**src/rtl/ahb_master.sv**
```systemverilog
// AHB-Lite initiator: turns a valid/ready command stream into pipelined transfers, one response per command.
// Build option AHB_MASTER_SEQ_EN: merge address-contiguous commands into SEQ beats of an INCR burst.
module ahb_master #(
  parameter int A_WIDTH = 32,
  parameter int D_WIDTH = 32
) (
  input  logic               hclk_i,
  input  logic               hreset_i,
  input  logic               cmd_valid_i,
  output logic               cmd_ready_o,
  input  logic               cmd_write_i,
  input  logic [A_WIDTH-1:0] cmd_addr_i,
  input  logic [2:0]         cmd_size_i,
  input  logic [D_WIDTH-1:0] cmd_wdata_i,
  output logic               rsp_valid_o,
  output logic [D_WIDTH-1:0] rsp_rdata_o,
  output logic               rsp_err_o,
  output logic [A_WIDTH-1:0] haddr_o,
  output logic [1:0]         htrans_o,
  output logic [2:0]         hsize_o,
  output logic [2:0]         hburst_o,
  output logic [3:0]         hprot_o,
  output logic               hwrite_o,
  output logic [D_WIDTH-1:0] hwdata_o,
  input  logic               hready_i,
  input  logic [1:0]         hresp_i,
  input  logic [D_WIDTH-1:0] hrdata_i
);

  localparam int LANE_W = (D_WIDTH == 64) ? 3 : 2;
  localparam int NBYTES = D_WIDTH / 8;

  localparam logic [1:0] HTRANS_IDLE   = 2'b00;
  localparam logic [1:0] HTRANS_NONSEQ = 2'b10;
  localparam logic [1:0] HTRANS_SEQ    = 2'b11;
  localparam logic [2:0] HBURST_SINGLE = 3'b000;
  localparam logic [2:0] HBURST_INCR   = 3'b001;
  localparam logic [1:0] HRESP_OKAY    = 2'b00;

  function automatic logic [A_WIDTH-1:0] align_addr(input logic [A_WIDTH-1:0] addr,
                                                    input logic [2:0]         size);
    logic [A_WIDTH-1:0] low_mask;
    low_mask = (A_WIDTH'(1) << size) - A_WIDTH'(1);
    return addr & ~low_mask;
  endfunction

  function automatic logic [D_WIDTH-1:0] to_lanes(input logic [D_WIDTH-1:0] data,
                                                  input logic [LANE_W-1:0]  lane);
    return data << {lane, 3'b000};
  endfunction

  // Bring the addressed bytes down to bit 0 and clear everything above the transfer size.
  function automatic logic [D_WIDTH-1:0] from_lanes(input logic [D_WIDTH-1:0] data,
                                                    input logic [LANE_W-1:0]  lane,
                                                    input logic [2:0]         size);
    logic [D_WIDTH-1:0] shifted;
    logic [D_WIDTH-1:0] res;
    shifted = data >> {lane, 3'b000};
    res     = '0;
    for (int b = 0; b < NBYTES; b++) begin
      if (b < (1 << size)) res[b*8 +: 8] = shifted[b*8 +: 8];
    end
    return res;
  endfunction

  logic               accept;
  logic               addr_active;
  logic               data_done;
  logic [A_WIDTH-1:0] addr_al;
  logic [1:0]         trans_sel;
  logic [2:0]         burst_sel;
  logic [D_WIDTH-1:0] wdata_p1;
  logic               vld_p2;
  logic               write_p2;
  logic [2:0]         size_p2;
  logic [LANE_W-1:0]  lane_p2;

  assign cmd_ready_o = hready_i & ~hreset_i;
  assign accept      = cmd_valid_i & cmd_ready_o;
  assign addr_al     = align_addr(cmd_addr_i, cmd_size_i);
  assign addr_active = (htrans_o != HTRANS_IDLE);
  assign data_done   = vld_p2 & hready_i;
  assign hprot_o     = 4'b0011;

`ifdef AHB_MASTER_SEQ_EN
  logic [A_WIDTH-1:0] next_addr;
  logic               seq_hit;

  // The bus address is advancing this cycle (accept implies hready), so it is the predecessor.
  assign next_addr = haddr_o + (A_WIDTH'(1) << hsize_o);
  assign seq_hit   = addr_active
                   && (cmd_write_i == hwrite_o)
                   && (cmd_size_i == hsize_o)
                   && (addr_al == next_addr)
                   && (addr_al[9:0] != 10'd0);
  assign trans_sel = seq_hit ? HTRANS_SEQ : HTRANS_NONSEQ;
  assign burst_sel = HBURST_INCR;
`else
  assign trans_sel = HTRANS_NONSEQ;
  assign burst_sel = HBURST_SINGLE;
`endif

  // Stage p1: address phase, registered straight onto the bus
  always_ff @(posedge hclk_i) begin
    if (hreset_i) begin
      htrans_o <= HTRANS_IDLE;
      haddr_o  <= '0;
      hsize_o  <= '0;
      hwrite_o <= 1'b0;
      hburst_o <= HBURST_SINGLE;
    end else if (accept) begin
      htrans_o <= trans_sel;
      haddr_o  <= addr_al;
      hsize_o  <= cmd_size_i;
      hwrite_o <= cmd_write_i;
      hburst_o <= burst_sel;
    end else if (hready_i) begin
      htrans_o <= HTRANS_IDLE;
      hburst_o <= HBURST_SINGLE;
    end
  end

  always_ff @(posedge hclk_i) begin
    if (accept) wdata_p1 <= to_lanes(cmd_wdata_i, addr_al[LANE_W-1:0]);
  end

  // Stage p2: data phase, held until the slave signals ready
  always_ff @(posedge hclk_i) begin
    if (hreset_i) begin
      vld_p2   <= 1'b0;
      hwdata_o <= '0;
    end else if (hready_i) begin
      vld_p2 <= addr_active;
      if (addr_active && hwrite_o) hwdata_o <= wdata_p1;
    end
  end

  always_ff @(posedge hclk_i) begin
    if (hready_i && addr_active) begin
      write_p2 <= hwrite_o;
      size_p2  <= hsize_o;
      lane_p2  <= haddr_o[LANE_W-1:0];
    end
  end

  // Response: one pulse the cycle after the data phase completes; RETRY/SPLIT count as errors
  always_ff @(posedge hclk_i) begin
    if (hreset_i) begin
      rsp_valid_o <= 1'b0;
      rsp_err_o   <= 1'b0;
      rsp_rdata_o <= '0;
    end else begin
      rsp_valid_o <= data_done;
      rsp_err_o   <= data_done && (hresp_i != HRESP_OKAY);
      rsp_rdata_o <= (data_done && !write_p2) ? from_lanes(hrdata_i, lane_p2, size_p2) : '0;
    end
  end

endmodule

```
**config.mk**
```make
export PLATFORM = sky130hd
export DESIGN_NAME = ahb_master
export DESIGN_NICKNAME = d
export VERILOG_FILES = /design/src/rtl/ahb_master.sv
export SDC_FILE = /design/constraint.sdc
export NUM_CORES = 1
export LEC_CHECK = 0
export CORE_MARGIN = 10
export CORE_UTILIZATION = 30
export CTS_BUF_LIST = sky130_fd_sc_hd__clkbuf_16
export DETAILED_ROUTE_END_ITERATION = 8
export PLACE_DENSITY_LB_ADDON = 0.05
export SYNTH_ARGS = -nofsm -noshare
export SYNTH_HDL_FRONTEND = slang
export SYNTH_SLANG_ARGS = --single-unit
```
**constraint.sdc**
```tcl
create_clock -name hclk_i -period 4.8 [get_ports hclk_i]
set_input_delay 0.96 -clock hclk_i [delete_from_list [all_inputs] [get_ports hclk_i]]
set_output_delay 0.96 -clock hclk_i [all_outputs]
set_load 0.03 [all_outputs]
```
==> out/metrics.yaml, run 1 <==
outcome: "finished clean"
cp-endpoint: "wdata_p1[26]"
seqPwrFrac_pct: 46.6
synthSimpleGateAreaFrac_pct: 21.3
cts_num_sinks: 142
insertion_delay_ns: 0.41
skew_ns: 0.0110
io_buffers: 209
synth_area_leader_cell: "dfxtp_1"
drt-initial-drc-count: 217
synth_area_per_cell_sq_um: 9.64
end_kind: "register"
area_delta_synth_final_pct: 46.9
power_density_nw_per_um2: 326
wl_um: 18600
io_pins: 218
ant_nets: 0
cp-startpoint: "cmd_size_i[2]"
track_usage_pct: 14.4
multi_input_area_sq_um: 2240
die_y_um: 158
critPathKind: "input port to register"
rows: 50
synth_top_family_by_area: "simple AND/OR/NAND/NOR gates"
post_synth_num_cell_types: 42
total_power_uw: 2750
clock.fmax_ghz: 0.281
crit_fanout: 25
cts_setup_buffers: 0
synth_cells: 595
comb_power_share_pct: 10.5
route.detailed.drc: 0
die-area_sq_um: 25100
grt_pass1_wl_um: 28100
ys_seq_area_share_pct: 56.2
r2r_start: "write_p2"
vias_per_cell: 4.72
intPower_uw: 2100
dp.cells: 995
clock_path_buffers: 2
final_cell_count_no_fill: 1026
fp.dieW_um: 158
clk_pin_slew_worst_paths_ns: 0.06
grt_max_degree: 58
cts_hold_repair.buffers: 0
cts_made_buffers: 17
grt-ovfl-total: 0
hp-class: "register to register"
cts_tree: "done"
ctsResizeCount: 0
relSlewSlack_pct: 38.5
rr_worst_depth: 3
nNetsFinal: 888
muxShareOfSynthArea_pct: 4.36
finalCritPeriodShare_pct: 74.2
required_ns: 4.94
min_period_ns: 3.56
p_clk_share_pct: 42.9
setup_viol: 0
gp_congestion: 0.850
first_pass_iters: 4
place_ws_ns: 0.852
synthAdderAreaFrac_pct: 0.436
final_hold_viol_count: 0
critPathLaunchType: "input port"
netlist_area_sq_um: 5740
antenna_found_initial: 0
synth-seq-cells: 142
synth_compound_area_share_pct: 12.0
core_sq_um: 18800
yosysTopAreaCellShare_pct: 36.3
synthXorXnorAreaFrac_pct: 0.305
routedWlPerCell_um: 18.2
post-dp-hpwl_um: 13800
synthTopCellsByArea: "dfxtp_1, edfxtp_1, nand2_1"
switching_share_pct: 23.6
setup_tns_ns: 0
fin_ws_ns: 1.24
worstMarginPinSlew_ns: 0.923
switchingPower_uw: 649
fin_util_pct: 44.9
fillCellCount: 1804
r2r_slack_ns: 2.93
grt_pass1_vias: 4985
reg2reg_to: "rsp_rdata_o[22]"
cts_root_buf: "clkbuf_16"
rsz0062_at_grt: "no"
crit_arrival_ns: 3.70
maxCapViolCount: 0
drv_slew: 0
yosysWarnings: 0
vdd_drop_max_mv: 0.224
start_util_pct: 30.6
drive_gt1_share_pct: 5.81
seq_area_sq_um: 3220
leakage_uw: 0.00311
htreeDepth: 4
vias: 4839
num_antenna_cells: 0
metrics by stage:
step	cell area, sq um	hold slack (ns)
finish	8430	0.450
global route	8430	0.471
CTS	8430	0.451
detailed placement	7910	0.442
global placement	7910	0.439
floorplan	5760	0.470
per-layer routing:
metal	global-route usage, %	routed length (um)	vias to the layer above	share of wire (%)
met2	23.1	8680	170	47
met3	5.29	1590	14	8.5
met5	0	0	-	0
li1	-	-	2404	-
met1	17.4	8160	2251	44
met4	5.03	197	0	1.1
cell usage after synthesis (all sizes together):
cell type  instances
o22a               1
mux2i             25
o2111ai            1
o211ai             1
nand4bb            1
nor2b             10
buf               31
edfxtp            38
o21ai              4
or3b               2
xor2               2
nor4               1
or3                2
nand2            137
nor4b              1
or4b               1
inv                2
clkinv             1
nand2b             1
and3              18
nor3               1
nor2              14
or2                8
nand3             16
clkbuf            25
nor3b              1
o21a               1
ha                 2
a211oi            24
nand3b            21
o2bb2ai            8
dfxtp            104
conb               2
a21oi             77
and2              11
how the worst min path moves through the flow:
stage                     start  cells after the start          end
global placement     haddr_o[5]                      2   haddr_o[5]
global route        hwdata_o[5]                      2  hwdata_o[5]
detailed placement  haddr_o[20]                      2  haddr_o[20]
finish              haddr_o[15]                      2  haddr_o[15]
floorplan                vld_p2                      2       vld_p2
CTS                 haddr_o[20]                      2  haddr_o[20]
power by group through the flow:
stage                     clock network (uW)  logic [uW]  registers (uW)
after global placement                     0         286            1310
after detailed placement                   0         289            1310
after CTS                               1210         291            1280
after floorplan                            0         119            1330
after global routing                    1260         310            1280
final                                   1180         288            1280
registers in the layout (all words and copies together) (netlist names):
name and flops:
lane_p2 2, vld_p2 1, haddr_o 32, write_p2 1, rsp_valid_o 1, rsp_rdata_o 32
wdata_p1 32, hwdata_o 32, rsp_err_o 1, hwrite_o 1, hsize_o 3, htrans_o 1
size_p2 3
final cells by class:
type                    instances  share of cell area, %
clock buffers                  17                   5.05
inverters                       3                  0.134
multi-input cells             400                   26.6
clock inverters                14                   1.07
flip-flops and latches        142                   38.2
well taps                     234                   3.47
repair buffers                216                   25.4
logic make-up (layout without fill, tap and decap cells):
family / count (synthesis) / in the layout
other cells: 2 / 8
compound gates: 117 / 117
mux: 25 / 25
buf+inv: 59 / 250
xor+xnor: 2 / 2
flops: 142 / 142
fa+ha+maj: 2 / 2
simple gates: 246 / 246
critical path, cell delays in order:
cell             delay [ns]
clkdlybuf4s50_1        0.65
or3_1                  0.47
ha_1                   0.48
nand2_1                0.61
mux2i_1                0.42
a21oi_1                0.12
placed cells by master (no fill, tap or decap), types with 2 or more instances in the layout:
cell	instances
o2bb2ai_1	8
and2_1	11
conb_1	8
xor2_1	2
clkdlybuf4s50_1	208
or3b_2	2
or3_1	2
nor2b_1	10
nand3_1	16
a21oi_1	77
or2_2	7
o21ai_0	3
mux2i_1	25
and3_1	18
clkinv_2	2
nand2_1	137
clkbuf_16	17
a211oi_1	24
clkinv_1	2
nor2_1	13
inv_2	2
inv_1	7
dfxtp_1	104
nand3b_1	21
ha_1	2
buf_4	7
inv_4	2
edfxtp_1	38
(Power assumes the default switching activity.)
==> run 2: changes to the inputs <==
- clock period: 4.8 -> 3.7 ns (I/O delays scaled with it)
==> run 2 against run 1 <==
Compared with the run above:
- clock power up 45%
- design area up 1.5%
- first-iteration DRC count up 21%
- clock skew down 0.0041 ns
- largest cell class unchanged
- wire length up 1.1%
- setup slack worse by 0.52 ns
- non-clock buffer count up 4
- largest power group is now clock
==> out/metrics.yaml, run 2 (synthesis gave the netlist of run 1 again) <==
outcome: "finished clean"
multi_input_area_sq_um: 2240
r2r_slack_ns: 1.87
r2r_start: "lane_p2[1]"
nNetsFinal: 892
wl_um: 18800
die-area_sq_um: 25100
fp.dieW_um: 158
critPathKind: "input port to output pin"
clk_pin_slew_worst_paths_ns: 0.06
vias: 4806
num_antenna_cells: 0
grt_pass1_wl_um: 28400
ctsResizeCount: 0
route.detailed.drc: 0
reg2reg_to: "rsp_rdata_o[14]"
antenna_found_initial: 0
vias_per_cell: 4.66
cts_tree: "done"
end_kind: "output pin"
cts_root_buf: "clkbuf_16"
area_delta_synth_final_pct: 49.1
drive_gt1_share_pct: 7.15
skew_ns: 0.00690
gp_congestion: 0.829
io_buffers: 209
track_usage_pct: 14.7
first_pass_iters: 5
ant_nets: 0
fin_area_sq_um: 8560
seq_area_sq_um: 3220
crit_path_top_delay_cell: "clkdlybuf4s50_1"
insertion_delay_ns: 0.42
min_period_ns: 2.98
crit_path_cell_trace: "clkdlybuf4s50_1, nor2b_1, clkdlybuf4s50_1"
grt-ovfl-total: 0
io_pins: 218
post-dp-hpwl_um: 13900
clock.fmax_ghz: 0.336
finalCritPeriodShare_pct: 80.5
htreeDepth: 4
critPathLaunchType: "input port"
maxCapViolCount: 0
drt-initial-drc-count: 262
total_power_uw: 3750
core_sq_um: 18800
vdd_drop_max_mv: 0.297
grt_max_degree: 72
cts_hold_repair.buffers: 0
final_cell_mix: "clkdlybuf4s50_1, nand2_1, dfxtp_1"
required_ns: 2.96
crit_top_cell: "clkdlybuf4s50_1"
hp-class: "register to register"
crit_fanout: 8
crit_path_max_incr_delay_ns: 0.69
fin_hold_ws_ns: 0.449
start_util_pct: 30.6
worstMarginPinSlew_ns: 0.916
final_common_cell: "clkdlybuf4s50_1"
setup_viol: 0
cts_num_sinks: 142
rr_worst_depth: 3
power_density_nw_per_um2: 439
grt_pass1_vias: 4903
rows: 50
clock_path_buffers: 2
crit_arrival_ns: 2.24
cp-endpoint: "cmd_ready_o"
dpl-instance-area_sq_um: 7950
cp-startpoint: "hready_i"
cts_made_buffers: 17
setup_tns_ns: 0
final_hold_viol_count: 0
drv_slew: 0
cts_setup_buffers: 0
routedWlPerCell_um: 18.3
leakage_uw: 0.00315
die_y_um: 158
relSlewSlack_pct: 38.9
fillCellCount: 1792
rsz0062_at_grt: "no"
## run 2: how the worst min path moves through the flow
stage | startpoint | endpoint | slack [ns] | depth (start not counted)
6_report | haddr_o[28] | haddr_o[28] | 0.45 | 2
5_1_grt | haddr_o[28] | haddr_o[28] | 0.47 | 2
4_1_cts | haddr_o[28] | haddr_o[28] | 0.45 | 2
3_5_place_dp | haddr_o[28] | haddr_o[28] | 0.44 | 2
3_3_place_gp | haddr_o[14] | haddr_o[14] | 0.44 | 2
2_1_floorplan | vld_p2 | vld_p2 | 0.47 | 2
## run 2: layer usage
layer / vias to the layer above / GRT usage [%] / wire, um
met2: 157 / 23.1 / 8720
met3: 15 / 4.99 / 1360
met1: 2221 / 18.8 / 8540
li1: 2413 / - / -
met4: 0 / 4.41 / 204
met5: - / 0 / 0
## run 2: final cells by class
type                    instances  share of cell area (%)
multi-input cells             400                    26.2
well taps                     234                    3.42
inverters                       3                   0.132
repair buffers                220                    25.5
clock inverters                13                    1.48
clock buffers                  19                    5.56
flip-flops and latches        142                    37.7
## run 2: worst max-delay path, delay by kind of cell
| kind | cells | cell delay [ns] |
|---|---|---|
| buffers and inverters | 2 | 1.31 |
| and+or+nand+nor | 1 | 0.19 |
## run 2: through the flow
step | util, % | instances | setup WS, ns
floorplan | - | 601 | 0.955
global placement | 42.4 | 999 | 0.656
detailed placement | 42.4 | 999 | 0.624
CTS | 45.6 | 1031 | 0.723
global route | 45.6 | 1031 | 0.678
finish | 45.6 | 1031 | 0.720
## run 2: power by group
group / total [uW] / switching, uW / internal, uW
clock network: 1710 / 698 / 1020
registers: 1660 / 21.7 / 1640
logic: 378 / 190 / 189
==> run 3: changes to the inputs <==
- clock period: 3.7 -> 3.05 ns (I/O delays scaled with it)
==> run 3 against run 2 <==
Compared with the run above:
- die area stayed put
- cell count is 0.58% higher
- non-clock buffer count is 6 higher
- wire length is 0.86% lower
- largest cell class unchanged
==> out/metrics.yaml, run 3 (synthesis gave the netlist of run 1 again) <==
use_met1_pct: 17.7
hp-class: "register to register"
skew_ns: 0.00849
final_common_cell: "clkdlybuf4s50_1"
ant_nets: 0
crit_top_cell: "clkdlybuf4s50_1"
nNetsFinal: 898
htreeDepth: 4
crit_arrival_ns: 1.94
cts_root_buf: "clkbuf_16"
grt_pass1_vias: 5022
setup_viol: 0
antenna_found_initial: 0
grt_max_degree: 44
wl_um: 18700
route.detailed.drc: 0
post-dp-hpwl_um: 13900
insertion_delay_ns: 0.41
crit_path_cell_trace: "clkdlybuf4s50_1, nor2b_1, clkdlybuf4s50_1"
die_y_um: 158
clk_pin_slew_worst_paths_ns: 0.06
crit_path_max_incr_delay_ns: 0.70
io_buffers: 209
cts_setup_buffers: 0
power_density_nw_per_um2: 548
gp_congestion: 0.837
cts_hold_repair.buffers: 0
fin_area_sq_um: 8650
rsz0062_at_grt: "no"
maxCapViolCount: 0
relSlewSlack_pct: 23.2
cts_tree: "done"
end_kind: "output pin"
first_pass_iters: 4
worstMarginPinSlew_ns: 1.15
outcome: "finished clean"
clock_path_buffers: 2
vias: 4860
start_util_pct: 30.6
critPathKind: "input port to output pin"
dpl-instance-area_sq_um: 8000
grt_pass1_wl_um: 28000
track_usage_pct: 14.4
io_pins: 218
drive_gt1_share_pct: 7.35
clock.fmax_ghz: 0.392
routedWlPerCell_um: 18.0
die-area_sq_um: 25100
fin_util_pct: 46.1
final_cell_mix: "clkdlybuf4s50_1, nand2_1, dfxtp_1"
fillCellCount: 1802
cts_made_buffers: 17
required_ns: 2.44
setup_tns_ns: 0
fp.dieW_um: 158
rows: 50
cts_num_sinks: 142
final_hold_viol_count: 0
met2_usage_pct: 23.5
ctsResizeCount: 0
crit_path_top_delay_cell: "clkdlybuf4s50_1"
leakage_uw: 0.00322
drv_slew: 0
num_antenna_cells: 0
critPathLaunchType: "input port"
vias_per_cell: 4.69
crit_fanout: 2
vdd_drop_max_mv: 0.363
area_delta_synth_final_pct: 50.7
core_sq_um: 18800
grt-ovfl-total: 0
grt-busiest-layer: "met2"
finalCritPeriodShare_pct: 83.7
grtUsageMet3_pct: 4.40
min_period_ns: 2.55
drt-initial-drc-count: 231
==> run 3: area by class of cell <==
type / instances / area [sq um] / share of cell area [%]
clock buffer: 18 / 450 / 5.21
clock inverter: 14 / 196 / 2.27
inverter: 3 / 11.3 / 0.130
multi-input combinational: 400 / 2240 / 26.0
sequential: 142 / 3220 / 37.3
tap: 234 / 293 / 3.39
timing repair buffer: 226 / 2230 / 25.8
==> run 3: final timing paths <==
check,start,to,slack [ns],depth (start not counted)
max,hready_i,cmd_ready_o,0.50,3
min,haddr_o[23],haddr_o[23],0.45,2
max reg2reg,lane_p2[0],rsp_rdata_o[13],1.02,4
min reg2reg,haddr_o[23],haddr_o[23],0.45,2
==> run 3: where the power goes <==
part	total (uW)	leakage, uW	switching, uW	internal (uW)
registers	2020	0.00118	29.4	1990
clock network	2250	0.000324	768	1490
logic	463	0.00171	229	234
==> run 3: per-layer routing <==
layer | share of wire (%) | vias up
li1 | - | 2426
met1 | 45 | 2278
met2 | 47 | 140
met3 | 7.2 | 16
met4 | 1.3 | 0
met5 | 0 | -
==> run 3: stage by stage <==
step | setup WS, ns | hold slack (ns) | std cells | total power, uW
final | 0.498 | 0.451 | 1037 | 4740
after global routing | 0.452 | 0.476 | 1037 | 4910
after CTS | 0.490 | 0.453 | 1037 | 4800
after detailed placement | 0.358 | 0.445 | 1005 | 2520
after global placement | 0.387 | 0.439 | 1005 | 2520
after floorplan | 0.435 | 0.470 | 601 | 2280
==> run 3: worst max-delay path, delay by kind of cell <==
| family | cells | cell delay [ns] |
|---|---|---|
| buf+inv | 2 | 1.17 |
| simple gates | 1 | 0.16 |
